### config.mk
export PLATFORM = sky130hd
export DESIGN_NAME = seg_scan_mux
export DESIGN_NICKNAME = d
export VERILOG_FILES = /design/src/rtl/seg_scan_mux.sv
export SDC_FILE = /design/constraint.sdc
export NUM_CORES = 1
export LEC_CHECK = 0
export CAP_MARGIN = 20
export CORE_MARGIN = 2
export CORE_UTILIZATION = 55
export DETAILED_ROUTE_END_ITERATION = 8
export DONT_BUFFER_PORTS = 1
export PLACE_DENSITY = 0.75
export SYNTH_ARGS = -nofsm -noshare
export SYNTH_HDL_FRONTEND = slang
export SYNTH_SLANG_ARGS = --single-unit
export TNS_END_PERCENT = 1
### constraint.sdc
create_clock -name clk -period 2.8 [get_ports clk]
set_input_delay 0.84 -clock clk [delete_from_list [all_inputs] [get_ports clk]]
set_output_delay 0.84 -clock clk [all_outputs]
set_load 0.1 [all_outputs]
### src/rtl/seg_scan_mux.sv
// Multiplexed seven-segment scanner: rotates through DIGITS slots, blanks the start of each
// slot against ghosting, and double-buffers display contents so updates land on frame wrap.
module seg_scan_mux #(
  parameter int unsigned DIGITS      = 4,
  parameter int unsigned REFRESH_DIV = 100000,
  parameter int unsigned BLANK_CYC   = 16,
  parameter int unsigned HEX_MODE    = 1
) (
  input  logic                  clk,
  input  logic                  rst_n,
  input  logic [4*DIGITS-1:0]   num_in,
  input  logic [DIGITS-1:0]     dp_in,
  input  logic [DIGITS-1:0]     blank_in,
  input  logic                  load,
  output logic                  load_ack,
  output logic [DIGITS-1:0]     an,
  output logic [6:0]            dsp,
  output logic                  dp,
  output logic                  frame_tick
);

  localparam int unsigned DW = $clog2(REFRESH_DIV);
  localparam int unsigned IW = $clog2(DIGITS);
  localparam logic [DW-1:0] DivLast  = DW'(REFRESH_DIV - 1);
  localparam logic [DW-1:0] BlankEnd = DW'(BLANK_CYC);
  localparam logic [IW-1:0] IdxLast  = IW'(DIGITS - 1);

  logic [DW-1:0]         r_div;
  logic [IW-1:0]         r_idx;
  logic                  r_pending;
  logic [4*DIGITS-1:0]   r_num;
  logic [DIGITS-1:0]     r_dp;
  logic [DIGITS-1:0]     r_blank;
  logic [DIGITS-1:0]     r_an;
  logic [6:0]            r_dsp;
  logic                  r_dp_out;

  logic                  w_slot_end;
  logic                  w_wrap;
  logic                  w_capture;
  logic [3:0]            w_digit;
  logic [DIGITS-1:0]     w_an_d;
  logic [6:0]            w_dsp_d;
  logic                  w_dp_d;

  function automatic logic [6:0] seg_decode(input logic [3:0] code);
    logic [6:0] seg;
    case (code)
      4'd0:    seg = 7'b1000000;
      4'd1:    seg = 7'b1111001;
      4'd2:    seg = 7'b0100100;
      4'd3:    seg = 7'b0110000;
      4'd4:    seg = 7'b0011001;
      4'd5:    seg = 7'b0010010;
      4'd6:    seg = 7'b0000010;
      4'd7:    seg = 7'b1111000;
      4'd8:    seg = 7'b0000000;
      4'd9:    seg = 7'b0010000;
      4'd10:   seg = (HEX_MODE != 0) ? 7'b0001000 : 7'b0111111;
      4'd11:   seg = (HEX_MODE != 0) ? 7'b0000011 : 7'b0111111;
      4'd12:   seg = (HEX_MODE != 0) ? 7'b1000110 : 7'b0111111;
      4'd13:   seg = (HEX_MODE != 0) ? 7'b0100001 : 7'b0111111;
      4'd14:   seg = (HEX_MODE != 0) ? 7'b0000110 : 7'b0111111;
      default: seg = (HEX_MODE != 0) ? 7'b0001110 : 7'b0111111;
    endcase
    return seg;
  endfunction

  assign w_slot_end = (r_div == DivLast);
  assign w_wrap     = w_slot_end && (r_idx == IdxLast);
  // A load arriving on the wrap cycle itself is taken without waiting a frame.
  assign w_capture  = w_wrap && (r_pending || load);
  assign w_digit    = r_num[4*r_idx +: 4];

  assign frame_tick = w_wrap;
  assign load_ack   = w_capture;
  assign an         = r_an;
  assign dsp        = r_dsp;
  assign dp         = r_dp_out;

  always_comb begin
    w_an_d  = '1;
    w_dsp_d = 7'h7f;
    w_dp_d  = 1'b1;
    if (!(r_div < BlankEnd) && !r_blank[r_idx]) begin
      w_an_d[r_idx] = 1'b0;
      w_dsp_d       = seg_decode(w_digit);
      w_dp_d        = ~r_dp[r_idx];
    end
  end

  always_ff @(posedge clk or negedge rst_n) begin
    if (!rst_n) begin
      r_div     <= '0;
      r_idx     <= '0;
      r_pending <= 1'b0;
      r_num     <= '0;
      r_dp      <= '0;
      r_blank   <= '1;
      r_an      <= '1;
      r_dsp     <= 7'h7f;
      r_dp_out  <= 1'b1;
    end else begin
      if (w_slot_end) begin
        r_div <= '0;
        r_idx <= w_wrap ? '0 : r_idx + 1'b1;
      end else begin
        r_div <= r_div + 1'b1;
      end

      if (w_capture) begin
        r_pending <= 1'b0;
        r_num     <= num_in;
        r_dp      <= dp_in;
        r_blank   <= blank_in;
      end else if (load) begin
        r_pending <= 1'b1;
      end

      r_an     <= w_an_d;
      r_dsp    <= w_dsp_d;
      r_dp_out <= w_dp_d;
    end
  end

endmodule

## Word level (Yosys, flattened, before mapping)

Memories as Yosys holds them, arrays and structs flattened.
Cells that the tools add are included.

| operators by class | value |
|---|---|
| shift operators | 1 |
| mux-type cells | 13 |
| bitwise operators | 2 |
| equality and inequality tests | 2 |
| $lt $le $gt $ge | 3 |
| $add $sub $neg | 2 |
| reductions and logical operators | 8 |

Operators with widths:

| kind | number |
|---|---|
| $add A17 B1 Y17 const B | 1 |
| $eq A17 B17 Y1 const B | 1 |
| $lt A17 B5 Y1 const B | 1 |
| $mux W17 | 1 |
| $shiftx A16 B5 Y4 | 1 |
| $mux W7 | 1 |
| $mux W1 | 6 |
| $bmux W1 S2 | 2 |
| $logic_and A1 B1 Y1 | 4 |
| $mux W4 | 1 |
| $not A4 Y4 | 1 |
| $lt A2 B3 Y1 const B | 1 |
| $add A2 B1 Y2 const B | 1 |
| $demux W1 S2 | 1 |
| $eq A2 B2 Y1 const B | 1 |
| $ge A2 B1 Y1 const B | 1 |
| $logic_not A1 Y1 | 2 |
| $mux W2 | 1 |
| $reduce_bool A2 Y1 | 1 |
| $logic_or A1 B1 Y1 | 1 |
| $not A1 Y1 | 1 |

| word-level totals | value |
|---|---|
| register bits | 56 |
| memories | 1 |
| ROM bits | 112 |

Memories:

| name | depth | bits a word | read ports | clocked after memory_dff | wr ports | line | text |
|---|---|---|---|---|---|---|---|
| (name not given) | 16 | 7 | 1 | 0 | 0 | 48 | `case (code)` |

## Logic depth before layout (Yosys ltp)

| depth | value |
|---|---|
| depth in word-level cells | 6 |
| depth in mapped cells | 8 |

## Worst setup path after synthesis

No wires, ideal clock.

| timing | value |
|---|---|
| kind | reg-to-output |
| start point | register r_div[0] |
| end point | output frame_tick |
| cell stages (with the launch flop) | 7 |
| arrival time | 2.114 ns |
| slack | -0.154 ns |
| data required time | 1.960 ns |
| cells stage by stage | dfrtp_1 > ha_1 > buf_2 > nand4_1 > or3_4 > nor2_1 > and2_1 |

| on the way | value |
|---|---|
| longest elaborated chain between the ends | 2 |

Ends and longest elaborated chain:

| element | line | text |
|---|---|---|
| start, declared | 28 | `logic [DW-1:0] r_div;` |
| start signal, assigned | 108 | `r_div <= r_div + 1'b1;` |
| $eq A17 B17 Y1 | 69 | `assign w_slot_end = (r_div == DivLast);` |
| $logic_and A1 B1 Y1 | 70 | `assign w_wrap = w_slot_end && (r_idx == IdxLast);` |
| end, declared | 19 | `output logic frame_tick` |

No other way between the ends.

## Final worst setup path

| timing | value |
|---|---|
| start point | register r_div[4] |
| end point | output load_ack |

| on the way | value |
|---|---|
| longest elaborated chain between the ends | 3 |

Ends and longest elaborated chain:

| element | line | text |
|---|---|---|
| $eq A17 B17 Y1 | 69 |  |
| $logic_and A1 B1 Y1 | 70 |  |
| $logic_and A1 B1 Y1 | 72 | `assign w_capture = w_wrap && (r_pending \|\| load);` |
| end, declared | 15 | `output logic load_ack,` |

No other way between the ends.

==> reports/metrics.csv <==
metric,value,unit
status,"finished, final reports clean",
arrival,1.86,ns
fin_crit_sh,0.9652,
tns,0,ns
die_w,75.23,um
rsz0062_at_grt,false,
clk_latency,0.30,ns
setup_viol,0,
gr-total-overflow,0,
initial_core_util,0.5792,
crit_path_end,load_ack,
synth.avg_cell_area,13.10,um2
yosysTopAreaCellShare,0.3587,
gp_congestion,0.9810,
maxCapViolCount,0,
nets,259,
drt_first_pass_iters,4,
r2r_slack,0.44,ns
seq_area,1424,um2
critPathCaptureType,output port,
portBuffers,0,
crit_path_max_incr_delay,0.44,ns
antennaDiodeCount,0,
ys_seq_area_frac,0.5094,
p_leak,1.346,nW
ys_seq_elements,56,
h-tree-depth,2,
critPathLaunchType,register,
viasPerCell,5.810,
power.density_cell_area,444.2,nW/um2
fmax,370.0,MHz
cts_max_path_buffers,2,
final_util,0.6369,
fin_skew,0.004841,ns
path_class,reg2out,
multi_input_area,1297,um2
dieArea,5659,um2
post_dp_cell_area,2905,um2
slew_violations,0,
syn-num-nets,251,
rr_endpoint,r_dp[3],
min_path_type,in2async,
core.rowCount,25,
first_global_vias,1675,
synthToLayoutAreaGrowth,9.955,%
io_pins,41,
core,4817,um2
period_minus_slack,2.702,ns
reg2regPathDepth,6,
relSlewSlack,0.6479,
numCtsBuffers,5,
synth_warnings,0,
crit_path_start,r_div[4],
ir_worst_vdd,0.3186,mV
routed_wl,4968,um
grt_max_degree,57,
synth.cell_area,2790,um2
hold_viol_final,0,
syn_inst,213,
grt_pass1_wl,8245,um
max_slew.worst_pin.slew,0.5281,ns
cts_tree,done,
fillCellCount,370,
synth_area_leader_cell,dfrtp_1,
drt_iter0_drc,148,
drc_errors,0,
stdcell_area,3068,um2
grt_use_total,0.1985,
cts.clk_slew.worst_paths,0.10,ns
cts-root-buf,clkbuf_8,
cp_slowest_cell,dfrtp_1,
route.vias.total,1679,
synth_cell_type_count,34,
layout-drive-gt1-share,0.3559,
antenna_found_initial,0,
chipHeight,75.23,um
worst-endpoint-required,1.96,ns
wl_per_cell,17.19,um
synthTopCellsByArea,"dfrtp_1 36%, dfstp_2 15%, mux2_4 10%, mux4_2 5.7%, ha_1 4.9%",
hpwl,3462,um
detail-route-antenna-nets,0,
cp_max_fo,4,
clock_sinks,56,
path_cells,nand3_1 > or3_4 > nor4b_4 > buf_16,
worstReg2RegStart,r_div[4],
==> stage by stage <==
stage | instances | hold WS, ns | setup WS, ns | power, W
final | 289 | 0.2174 | 0.09752 | 0.001363
after global routing | 289 | 0.2018 | 0.008299 | 0.001396
after CTS | 288 | 0.2084 | 0.02299 | 0.001372
after detailed placement | 277 | 0.4914 | 0.3023 | 0.0008252
after global placement | 277 | 0.4824 | 0.3294 | 0.0008252
after floorplan | 213 | 0.4600 | 0.04407 | 0.0008252
==> metal layers <==
| layer | part of all wire | GRT usage | wire length [um] |
|---|---|---|---|
| met2 | 0.47 | 0.3002 | 2332 |
| met3 | 0.076 | 0.05622 | 380 |
| met1 | 0.44 | 0.2796 | 2188 |
| met4 | 0.013 | 0.06628 | 66 |
| met5 | 0 | 0 | 0 |
==> cell type report <==
cell class | count | area share
clock buffer | 6 | 0.02692
sequential | 56 | 0.4641
tap | 67 | 0.02732
inverter | 7 | 0.008564
clock inverter | 2 | 0.01264
timing repair buffer | 11 | 0.03752
multi-input combinational | 140 | 0.4229
==> kinds of logic (layout without fill, tap and decap cells) <==
logic type      Yosys count  in the layout  share of synthesized area
mux                      39             39                     0.2099
xor+xnor                 17             17                    0.05336
buf+inv                  17             26                    0.02915
flops                    56             56                     0.5094
compound gates           13             13                    0.03408
simple gates             60             60                     0.1148
fa+ha+maj                11             11                    0.04933
==> worst min path at each step <==
stage          startpoint  slack (ns)         to  cells past startpoint
6_report            rst_n        0.22   r_div[6]                      0
5_1_grt             rst_n        0.20   r_div[7]                      0
4_1_cts             rst_n        0.21   r_div[2]                      0
3_5_place_dp     r_div[8]        0.49   r_div[8]                      1
3_3_place_gp    r_div[12]        0.48  r_div[12]                      1
2_1_floorplan    r_div[8]        0.46   r_div[8]                      1
==> synthesized netlist by cell type <==
master / n
nor3b_1: 2
xnor2_1: 5
o311ai_0: 2
mux2i_1: 3
and3_1: 1
and2_1: 1
nand4_1: 6
nor4_1: 2
clkbuf_1: 6
inv_1: 7
or3_4: 1
o31ai_1: 3
a21oi_1: 4
mux2_4: 19
dfstp_2: 16
or4_1: 3
buf_2: 2
nand2_1: 15
o221ai_1: 1
nor2_1: 14
nand3_1: 10
xor2_1: 12
o41a_1: 1
mux4_2: 7
nor2b_1: 1
ha_1: 11
and4_2: 1
dfrtp_1: 40
nor4b_4: 1
mux2_2: 10
a21o_1: 1
buf_6: 2
nor3_1: 2
o21bai_1: 1
==> state kept, by name, summed over array words and instances (netlist names) <==
name and flops:
r_dp 4, r_idx 2, an 4, r_div 17, r_blank 4, r_num 16, r_pending 1, dp 1
dsp 7
==> report_power, final <==
group          internal, W               switching, W    total (W)
Combinational  0.000000706   0.0000000000000000000249  0.000000707
Clock             0.000293                   0.000260     0.000553
Sequential        0.000809  0.00000000000000000000776     0.000809
==> timing repair <==
item,4_1_cts,5_1_grt
gates resized for setup,1,3
hold buffers,0,0
endpoints found under the setup margin,1,1
buffers inserted,3,1
pin swaps,1,2
==> layout by cell type, fill, tap and decap left out, types with 2 or more instances in the layout <==
master,instances
nand3_1,10
xor2_1,12
nand2_1,14
nor3_1,2
buf_4,9
dfstp_2,16
dfrtp_1,38
clkbuf_8,6
nand4_1,6
nor2_1,14
mux4_2,7
a21oi_1,4
xnor2_1,5
or4_1,3
mux2_2,10
mux2i_1,3
inv_1,7
o31ai_1,3
dfrtp_2,2
o311ai_0,2
ha_1,11
mux2_4,19
nor3b_1,2
==> critical path, delay by kind of cell (launching register included) <==
family	cells	cell delay [ns]
DFF	1	0.44
and+or+nand+nor	3	0.89
buffers and inverters	1	0.22
No activity file was read; power rests on OpenSTA's default activity.
